**src/rtl/mips_pipeline_if.sv**
```systemverilog
// Instruction-in / write-back-out bundle for the pipeline.
//   instruction : instruction word captured each rising clk edge
//   wb_en       : a write to a nonzero register is in MEM/WB this cycle
//   wb_addr     : destination register of that write
//   wb_data     : value being written
// master = instruction source / write-back observer, slave = pipeline.
interface mips_pipeline_if #(
    parameter int unsigned DATA_W = 32
) ();
    localparam int unsigned INSTR_W = 32;
    localparam int unsigned REG_AW  = 5;

    logic [INSTR_W-1:0] instruction;
    logic               wb_en;
    logic [REG_AW-1:0]  wb_addr;
    logic [DATA_W-1:0]  wb_data;

    modport master (
        output instruction,
        input  wb_en,
        input  wb_addr,
        input  wb_data
    );

    modport slave (
        input  instruction,
        output wb_en,
        output wb_addr,
        output wb_data
    );
endinterface

```
**src/rtl/mips_pipeline.sv**
```systemverilog
// 5-stage MIPS integer pipeline (IF, ID, EX, MEM, WB) without memories.
//   clk   : rising-edge clock
//   rst_n : asynchronous active-low reset; flushes all stages, reloads r[i]=i
//   bus   : slave side of mips_pipeline_if (instruction in, write-back out)
// Supports ADD/SUB/AND/OR/NOR/SLT (R-type) and ADDI; everything else is a NOP.
// Full forwarding (EX/MEM, MEM/WB) plus a write-before-read register file
// means dependent instructions never stall.
module mips_pipeline #(
    parameter int unsigned DATA_W   = 32,
    parameter int unsigned NUM_REGS = 32
) (
    input  logic             clk,
    input  logic             rst_n,
    mips_pipeline_if.slave   bus
);
    localparam int unsigned INSTR_W = 32;
    localparam int unsigned REG_AW  = $clog2(NUM_REGS);
    localparam int unsigned OP_W    = 6;
    localparam int unsigned IMM_W   = 16;

    localparam logic [OP_W-1:0] OP_RTYPE = 6'h00;
    localparam logic [OP_W-1:0] OP_ADDI  = 6'h08;

    localparam logic [5:0] FN_ADD = 6'h20;
    localparam logic [5:0] FN_SUB = 6'h22;
    localparam logic [5:0] FN_AND = 6'h24;
    localparam logic [5:0] FN_OR  = 6'h25;
    localparam logic [5:0] FN_NOR = 6'h27;
    localparam logic [5:0] FN_SLT = 6'h2A;

    localparam logic [2:0] ALU_ADD = 3'd0;
    localparam logic [2:0] ALU_SUB = 3'd1;
    localparam logic [2:0] ALU_AND = 3'd2;
    localparam logic [2:0] ALU_OR  = 3'd3;
    localparam logic [2:0] ALU_NOR = 3'd4;
    localparam logic [2:0] ALU_SLT = 3'd5;

    // Pipeline registers
    logic [INSTR_W-1:0] if_id_instr;

    logic               id_ex_wr;
    logic [2:0]         id_ex_alu;
    logic               id_ex_use_imm;
    logic [REG_AW-1:0]  id_ex_rs;
    logic [REG_AW-1:0]  id_ex_rt;
    logic [DATA_W-1:0]  id_ex_rs_val;
    logic [DATA_W-1:0]  id_ex_rt_val;
    logic [DATA_W-1:0]  id_ex_imm;
    logic [REG_AW-1:0]  id_ex_dest;

    logic               ex_mem_wr;
    logic [REG_AW-1:0]  ex_mem_dest;
    logic [DATA_W-1:0]  ex_mem_result;

    logic               mem_wb_wr;
    logic [REG_AW-1:0]  mem_wb_dest;
    logic [DATA_W-1:0]  mem_wb_result;

    logic [DATA_W-1:0]  regs [NUM_REGS];

    // ID-stage decode and register read
    logic [OP_W-1:0]    id_op_c;
    logic [5:0]         id_funct_c;
    logic [REG_AW-1:0]  id_rs_c;
    logic [REG_AW-1:0]  id_rt_c;
    logic [REG_AW-1:0]  id_rd_c;
    logic               id_valid_c;
    logic               id_wr_c;
    logic [2:0]         id_alu_c;
    logic               id_use_imm_c;
    logic [REG_AW-1:0]  id_dest_c;
    logic [DATA_W-1:0]  id_imm_c;
    logic [DATA_W-1:0]  id_rs_val_c;
    logic [DATA_W-1:0]  id_rt_val_c;

    // EX-stage operands and result
    logic [DATA_W-1:0]  ex_a_c;
    logic [DATA_W-1:0]  ex_rt_fwd_c;
    logic [DATA_W-1:0]  ex_b_c;
    logic [DATA_W-1:0]  ex_result_c;

    assign id_op_c    = if_id_instr[31:26];
    assign id_rs_c    = if_id_instr[25:21];
    assign id_rt_c    = if_id_instr[20:16];
    assign id_rd_c    = if_id_instr[15:11];
    assign id_funct_c = if_id_instr[5:0];
    assign id_imm_c   = DATA_W'($signed(if_id_instr[IMM_W-1:0]));

    // Instruction decode; unrecognised encodings fall through as NOPs
    always_comb begin
        id_valid_c   = 1'b0;
        id_alu_c     = ALU_ADD;
        id_use_imm_c = 1'b0;
        id_dest_c    = id_rd_c;
        case (id_op_c)
            OP_RTYPE: begin
                id_valid_c = 1'b1;
                case (id_funct_c)
                    FN_ADD:  id_alu_c = ALU_ADD;
                    FN_SUB:  id_alu_c = ALU_SUB;
                    FN_AND:  id_alu_c = ALU_AND;
                    FN_OR:   id_alu_c = ALU_OR;
                    FN_NOR:  id_alu_c = ALU_NOR;
                    FN_SLT:  id_alu_c = ALU_SLT;
                    default: id_valid_c = 1'b0;
                endcase
            end
            OP_ADDI: begin
                id_valid_c   = 1'b1;
                id_use_imm_c = 1'b1;
                id_dest_c    = id_rt_c;
            end
            default: id_valid_c = 1'b0;
        endcase
        // r0 destinations never produce a write, so they never forward either
        id_wr_c = id_valid_c && (id_dest_c != '0);
    end

    // Register read with write-before-read bypass from the write-back stage
    always_comb begin
        id_rs_val_c = regs[id_rs_c];
        id_rt_val_c = regs[id_rt_c];
        if (mem_wb_wr && (mem_wb_dest == id_rs_c)) id_rs_val_c = mem_wb_result;
        if (mem_wb_wr && (mem_wb_dest == id_rt_c)) id_rt_val_c = mem_wb_result;
        if (id_rs_c == '0) id_rs_val_c = '0;
        if (id_rt_c == '0) id_rt_val_c = '0;
    end

    // EX operand forwarding: EX/MEM wins over MEM/WB, which wins over ID/EX copy
    always_comb begin
        ex_a_c = id_ex_rs_val;
        if (ex_mem_wr && (ex_mem_dest == id_ex_rs))      ex_a_c = ex_mem_result;
        else if (mem_wb_wr && (mem_wb_dest == id_ex_rs)) ex_a_c = mem_wb_result;

        ex_rt_fwd_c = id_ex_rt_val;
        if (ex_mem_wr && (ex_mem_dest == id_ex_rt))      ex_rt_fwd_c = ex_mem_result;
        else if (mem_wb_wr && (mem_wb_dest == id_ex_rt)) ex_rt_fwd_c = mem_wb_result;

        ex_b_c = id_ex_use_imm ? id_ex_imm : ex_rt_fwd_c;
    end

    // ALU; arithmetic wraps silently
    always_comb begin
        ex_result_c = '0;
        case (id_ex_alu)
            ALU_ADD: ex_result_c = ex_a_c + ex_b_c;
            ALU_SUB: ex_result_c = ex_a_c - ex_b_c;
            ALU_AND: ex_result_c = ex_a_c & ex_b_c;
            ALU_OR:  ex_result_c = ex_a_c | ex_b_c;
            ALU_NOR: ex_result_c = ~(ex_a_c | ex_b_c);
            ALU_SLT: ex_result_c = DATA_W'($signed(ex_a_c) < $signed(ex_b_c));
            default: ex_result_c = '0;
        endcase
    end

    // Pipeline stage registers
    always_ff @(posedge clk or negedge rst_n) begin
        if (!rst_n) begin
            if_id_instr   <= '0;
            id_ex_wr      <= 1'b0;
            id_ex_alu     <= ALU_ADD;
            id_ex_use_imm <= 1'b0;
            id_ex_rs      <= '0;
            id_ex_rt      <= '0;
            id_ex_rs_val  <= '0;
            id_ex_rt_val  <= '0;
            id_ex_imm     <= '0;
            id_ex_dest    <= '0;
            ex_mem_wr     <= 1'b0;
            ex_mem_dest   <= '0;
            ex_mem_result <= '0;
            mem_wb_wr     <= 1'b0;
            mem_wb_dest   <= '0;
            mem_wb_result <= '0;
        end else begin
            if_id_instr   <= bus.instruction;
            id_ex_wr      <= id_wr_c;
            id_ex_alu     <= id_alu_c;
            id_ex_use_imm <= id_use_imm_c;
            id_ex_rs      <= id_rs_c;
            id_ex_rt      <= id_rt_c;
            id_ex_rs_val  <= id_rs_val_c;
            id_ex_rt_val  <= id_rt_val_c;
            id_ex_imm     <= id_imm_c;
            id_ex_dest    <= id_dest_c;
            ex_mem_wr     <= id_ex_wr;
            ex_mem_dest   <= id_ex_dest;
            ex_mem_result <= ex_result_c;
            mem_wb_wr     <= ex_mem_wr;
            mem_wb_dest   <= ex_mem_dest;
            mem_wb_result <= ex_mem_result;
        end
    end

    // Register file: reset image is r[i]=i; r0 is never written
    always_ff @(posedge clk or negedge rst_n) begin
        if (!rst_n) begin
            for (int i = 0; i < NUM_REGS; i++) begin
                regs[i] <= DATA_W'(i);
            end
        end else if (mem_wb_wr) begin
            regs[mem_wb_dest] <= mem_wb_result;
        end
    end

    assign bus.wb_en   = mem_wb_wr;
    assign bus.wb_addr = mem_wb_dest;
    assign bus.wb_data = mem_wb_result;

endmodule

```
**src/flat_wrapper.sv**
```systemverilog
// flat-port wrapper written by rule: the top's interface ports become plain ports
module mips_pipeline_flat 
#(
    parameter int unsigned DATA_W   = 32,
    parameter int unsigned NUM_REGS = 32
)
  (clk, rst_n, bus_instruction, bus_wb_en, bus_wb_addr, bus_wb_data);
  mips_pipeline_if #(.DATA_W(DATA_W)) bus_i ();
  input  logic clk;
  input  logic rst_n;
  input wire logic [$bits(bus_i.instruction)-1:0] bus_instruction;
  output wire logic [$bits(bus_i.wb_en)-1:0] bus_wb_en;
  output wire logic [$bits(bus_i.wb_addr)-1:0] bus_wb_addr;
  output wire logic [$bits(bus_i.wb_data)-1:0] bus_wb_data;
  assign bus_i.instruction = bus_instruction;
  assign bus_wb_en = bus_i.wb_en;
  assign bus_wb_addr = bus_i.wb_addr;
  assign bus_wb_data = bus_i.wb_data;
  mips_pipeline #(.DATA_W(DATA_W), .NUM_REGS(NUM_REGS)) u_core (.clk(clk), .rst_n(rst_n), .bus(bus_i));
endmodule
```
**config.mk**
```make
export PLATFORM = sky130hd
export DESIGN_NAME = mips_pipeline_flat
export DESIGN_NICKNAME = d
export VERILOG_FILES = /design/src/rtl/mips_pipeline_if.sv /design/src/rtl/mips_pipeline.sv /design/src/flat_wrapper.sv
export SDC_FILE = /design/constraint.sdc
export NUM_CORES = 2
export LEC_CHECK = 0
export ABC_AREA = 1
export CAP_MARGIN = 20
export CORE_AREA = 2 2 361 363
export DETAILED_ROUTE_END_ITERATION = 8
export DIE_AREA = 0 0 363 365
export PLACE_DENSITY = 0.71
export REMOVE_ABC_BUFFERS = 1
export SETUP_SLACK_MARGIN = 0.02
export SYNTH_ARGS = -nofsm -noshare
export SYNTH_HDL_FRONTEND = slang
export SYNTH_SLANG_ARGS = --single-unit
```
**constraint.sdc**
```tcl
create_clock -name clk -period 3.93 [get_ports clk]
set_input_delay 0.5895 -clock clk [delete_from_list [all_inputs] [get_ports clk]]
set_output_delay 0.5895 -clock clk [all_outputs]
set_load 0.02 [all_outputs]
```
==> flow_summary.yaml <==
outcome:
  outcome: "finished, final reports clean"
sta:
  skew_ns: 0.0441
  hold_violations: 0
  rsz0062_at_grt: "no"
  holdWs_ns: 0.206
  finalCriticalPeriod_ns: 3.78
  final.period_utilization_pct: 96.2
  finalMaxSlewViolations: 0
  slew_headroom_pct: 19.0
  worst_pin_slew_ns: 1.21
  clock.fmax_mhz: 265
  setup_viol: 0
logic_synthesis:
  syn_area_per_cell_um2: 7.26
  synth-async-reset-ratio_pct: 100
  yosysTopAreaCell: "dfrtp_1"
  synth.distinct_cells: 40
  synth_top_cells_by_area: "dfrtp_1, o21ai_0, nand2_1"
  synth_warnings: 0
  yosysSeqAreaShare_pct: 44.0
  synth_compound_area_share_pct: 24.0
  yosys.area_share.simple_pct: 20.5
  synth_edf_count: 0
  synth_top_area_share_pct: 41.0
  synth_xor_area_share_pct: 0.112
  synth.area.mux_share_pct: 0
  synth_top_family_by_area: "compound AO/OA/AOI/OAI gates"
  synth_adder_area_share_pct: 1.91
  synthCells: 9676
  netlist_area_um2: 70300
  ys.flop_type: "dfrtp_1"
  ys_ff_latch: 1232
die:
  boundaryPins: 72
  placeableCoreArea_um2: 129000
  die-area_um2: 132000
  floorplan.initialDensity_pct: 54.6
  rows: 132
  die_w_um: 363
  chipHeight_um: 365
global_route:
  grt-ovfl-total: 0
  grt_pass1_wl_um: 411000
  antenna_found_initial: 10
  grt_util_all_layers_pct: 41.5
  grt_max_degree: 185
  first_global_vias: 64215
routing:
  wire_per_inst_um: 24.9
  via_per_inst: 6.29
  first_pass_iters: 8
  finalWirelength_um: 279000
  ant_nets: 0
  vias: 70326
  drt_iter0_drc: 11008
  drc: 0
placed_design:
  place_congestion: 0.983
  dpl.hpwl_um: 169000
  placed_cell_area_um2: 73200
  portBuffers: 71
layout:
  drive_above_1_share_pct: 7.55
  final_common_cell: "nand2_1"
  nets: 9535
  syn2layout_area_growth_pct: 11.0
  postLayoutCoreUtil_pct: 60.6
  final_cell_mix: "nand2_1, o21ai_0, dfrtp_1"
  stdcell_area_um2: 78000
critical_path:
  end_kind: "register"
  cp.depth: 17
  cp-startpoint: "u_core.bus.wb_addr[3]$_DFF_PN0_"
  critPathLaunchType: "register"
  required_ns: 4.59
  crit_path_cell_trace: "or2_2, a21oi_2, nand3_4, buf_12, o211ai_1, a21oi_1, ha_2, inv_1, a21oi_1, nand2_1, buf_4, nand2_1, nand3_1, nand3_1, nand3_1, nand3_1, nand3_1"
  crit_top_cell: "nand3_1"
  slowest_stage: "dfrtp_1"
  crit_buf_inv: 3
  crit_type: "reg -> reg"
  timing.rr.end: "u_core.ex_mem_result[19]$_DFF_PN0_"
  r2r_slack_ns: 0.15
  cp_max_fo: 64
  worst_r2r_path_depth: 17
  cpPeakStageDelay_ns: 0.42
  path_delay_family: "simple AND/OR/NAND/NOR gates"
  cp.arrival_ns: 4.44
  endpoint: "u_core.ex_mem_result[19]$_DFF_PN0_"
  reg2reg_from: "u_core.bus.wb_addr[3]$_DFF_PN0_"
job:
  maxCapViolCount: 0
clock_tree:
  h-tree-depth: 4
  cts.sinks: 1232
  cts_tree: "built"
  cts_buffers: 136
  insertion_delay_ns: 0.82
  clockBufferDepth: 3
  clkTransAtPathRegs_ns: 0.07
  root_buffer: "clkbuf_16"
power_and_ir_drop:
  vdd_ir_drop_max_uv: 452
  p_leak_uw: 0.0357
  p_per_area_nw_per_um2: 448
  power_uw: 34900
hold_path:
  holdCritPathClass: "in -> reg"
[logic make-up after synthesis]
logic type	after synthesis
AND/OR/NAND/NOR	3516
buffers and inverters	1737
AO/OA/AOI/OAI	3076
flip-flops	1232
XOR/XNOR	9
adder cells (fa/ha/maj)	106
[state kept, by name, summed over array words and instances, names as in the netlist, 16 cells and up]
signal,count
u_core.bus.wb_data,32
u_core.ex_mem_result,32
u_core.id_ex_imm,16
u_core.id_ex_rs_val,32
u_core.id_ex_rt_val,32
u_core.if_id_instr,32
u_core.regs,1024
[how the worst min path moves through the flow]
stage	endpoint	slack, ns	cells past startpoint	start
finish	u_core.if_id_instr[30]$_DFF_PN0_	0.21	1	bus_instruction[30]
detailed placement	u_core.ex_mem_dest[2]$_DFF_PN0_	0.33	0	u_core.id_ex_dest[2]$_DFF_PN0_
floorplan	u_core.bus.wb_addr[0]$_DFF_PN0_	0.29	0	rst_n
global placement	u_core.ex_mem_dest[1]$_DFF_PN0_	0.33	0	u_core.id_ex_dest[1]$_DFF_PN0_
CTS	u_core.if_id_instr[19]$_DFF_PN0_	0.20	1	bus_instruction[19]
global route	u_core.if_id_instr[25]$_DFF_PN0_	0.21	1	bus_instruction[25]
[area by class of cell]
cell class	instances	area (µm²)
inverters	939	3540
multi-input cells	6707	33000
diodes	4	10.0
flip-flops and latches	1232	31000
repair buffers	379	3770
well taps	1675	2100
clock buffers	200	4020
clock inverters	53	622
fillers	11724	50600
[per-layer routing]
metal  routed length [µm]  track usage (%)  up-vias
met4                20000             26.4        8
met5                   57                0        -
met2               120000             61.9     4517
li1                     -                -    31610
met1               106000             54.6    33083
met3                32100             9.50     1108
[stage by stage]
stage	instances	TNS [ns]	setup slack [ns]
2_1_floorplan	8878	-1135.69	-19.24
3_3_place_gp	10927	0	0.145
3_5_place_dp	10928	0	0.166
4_1_cts	11182	0	0.133
5_1_grt	11185	0	0.00325
6_report	11189	0	0.150
[what timing repair did]
| action | in CTS | in global routing |
|---|---|---|
| hold buffers | 1 | 0 |
| endpoints found under the setup margin | 0 | 22 |
| setup buffers | 0 | 1 |
| endpoints found under the hold margin | 78 | 0 |
| resized for setup | 0 | 38 |
[cell usage after synthesis, drive strengths merged, types with 44 or more instances]
cell type	instances
nor2	366
dfrtp	1152
clkbuf	621
o211ai	433
buf	177
o21ai	1913
inv	933
dfstp	80
o221ai	44
ha	104
a21oi	604
nand3	688
nand2	2364
[power breakdown]
| group | switching [µW] | total [µW] | internal, µW |
|---|---|---|---|
| Clock | 5670 | 13400 | 7690 |
| Combinational | 5330 | 7420 | 2090 |
| Sequential | 827 | 14200 | 13300 |
(Power assumes the default switching activity.)
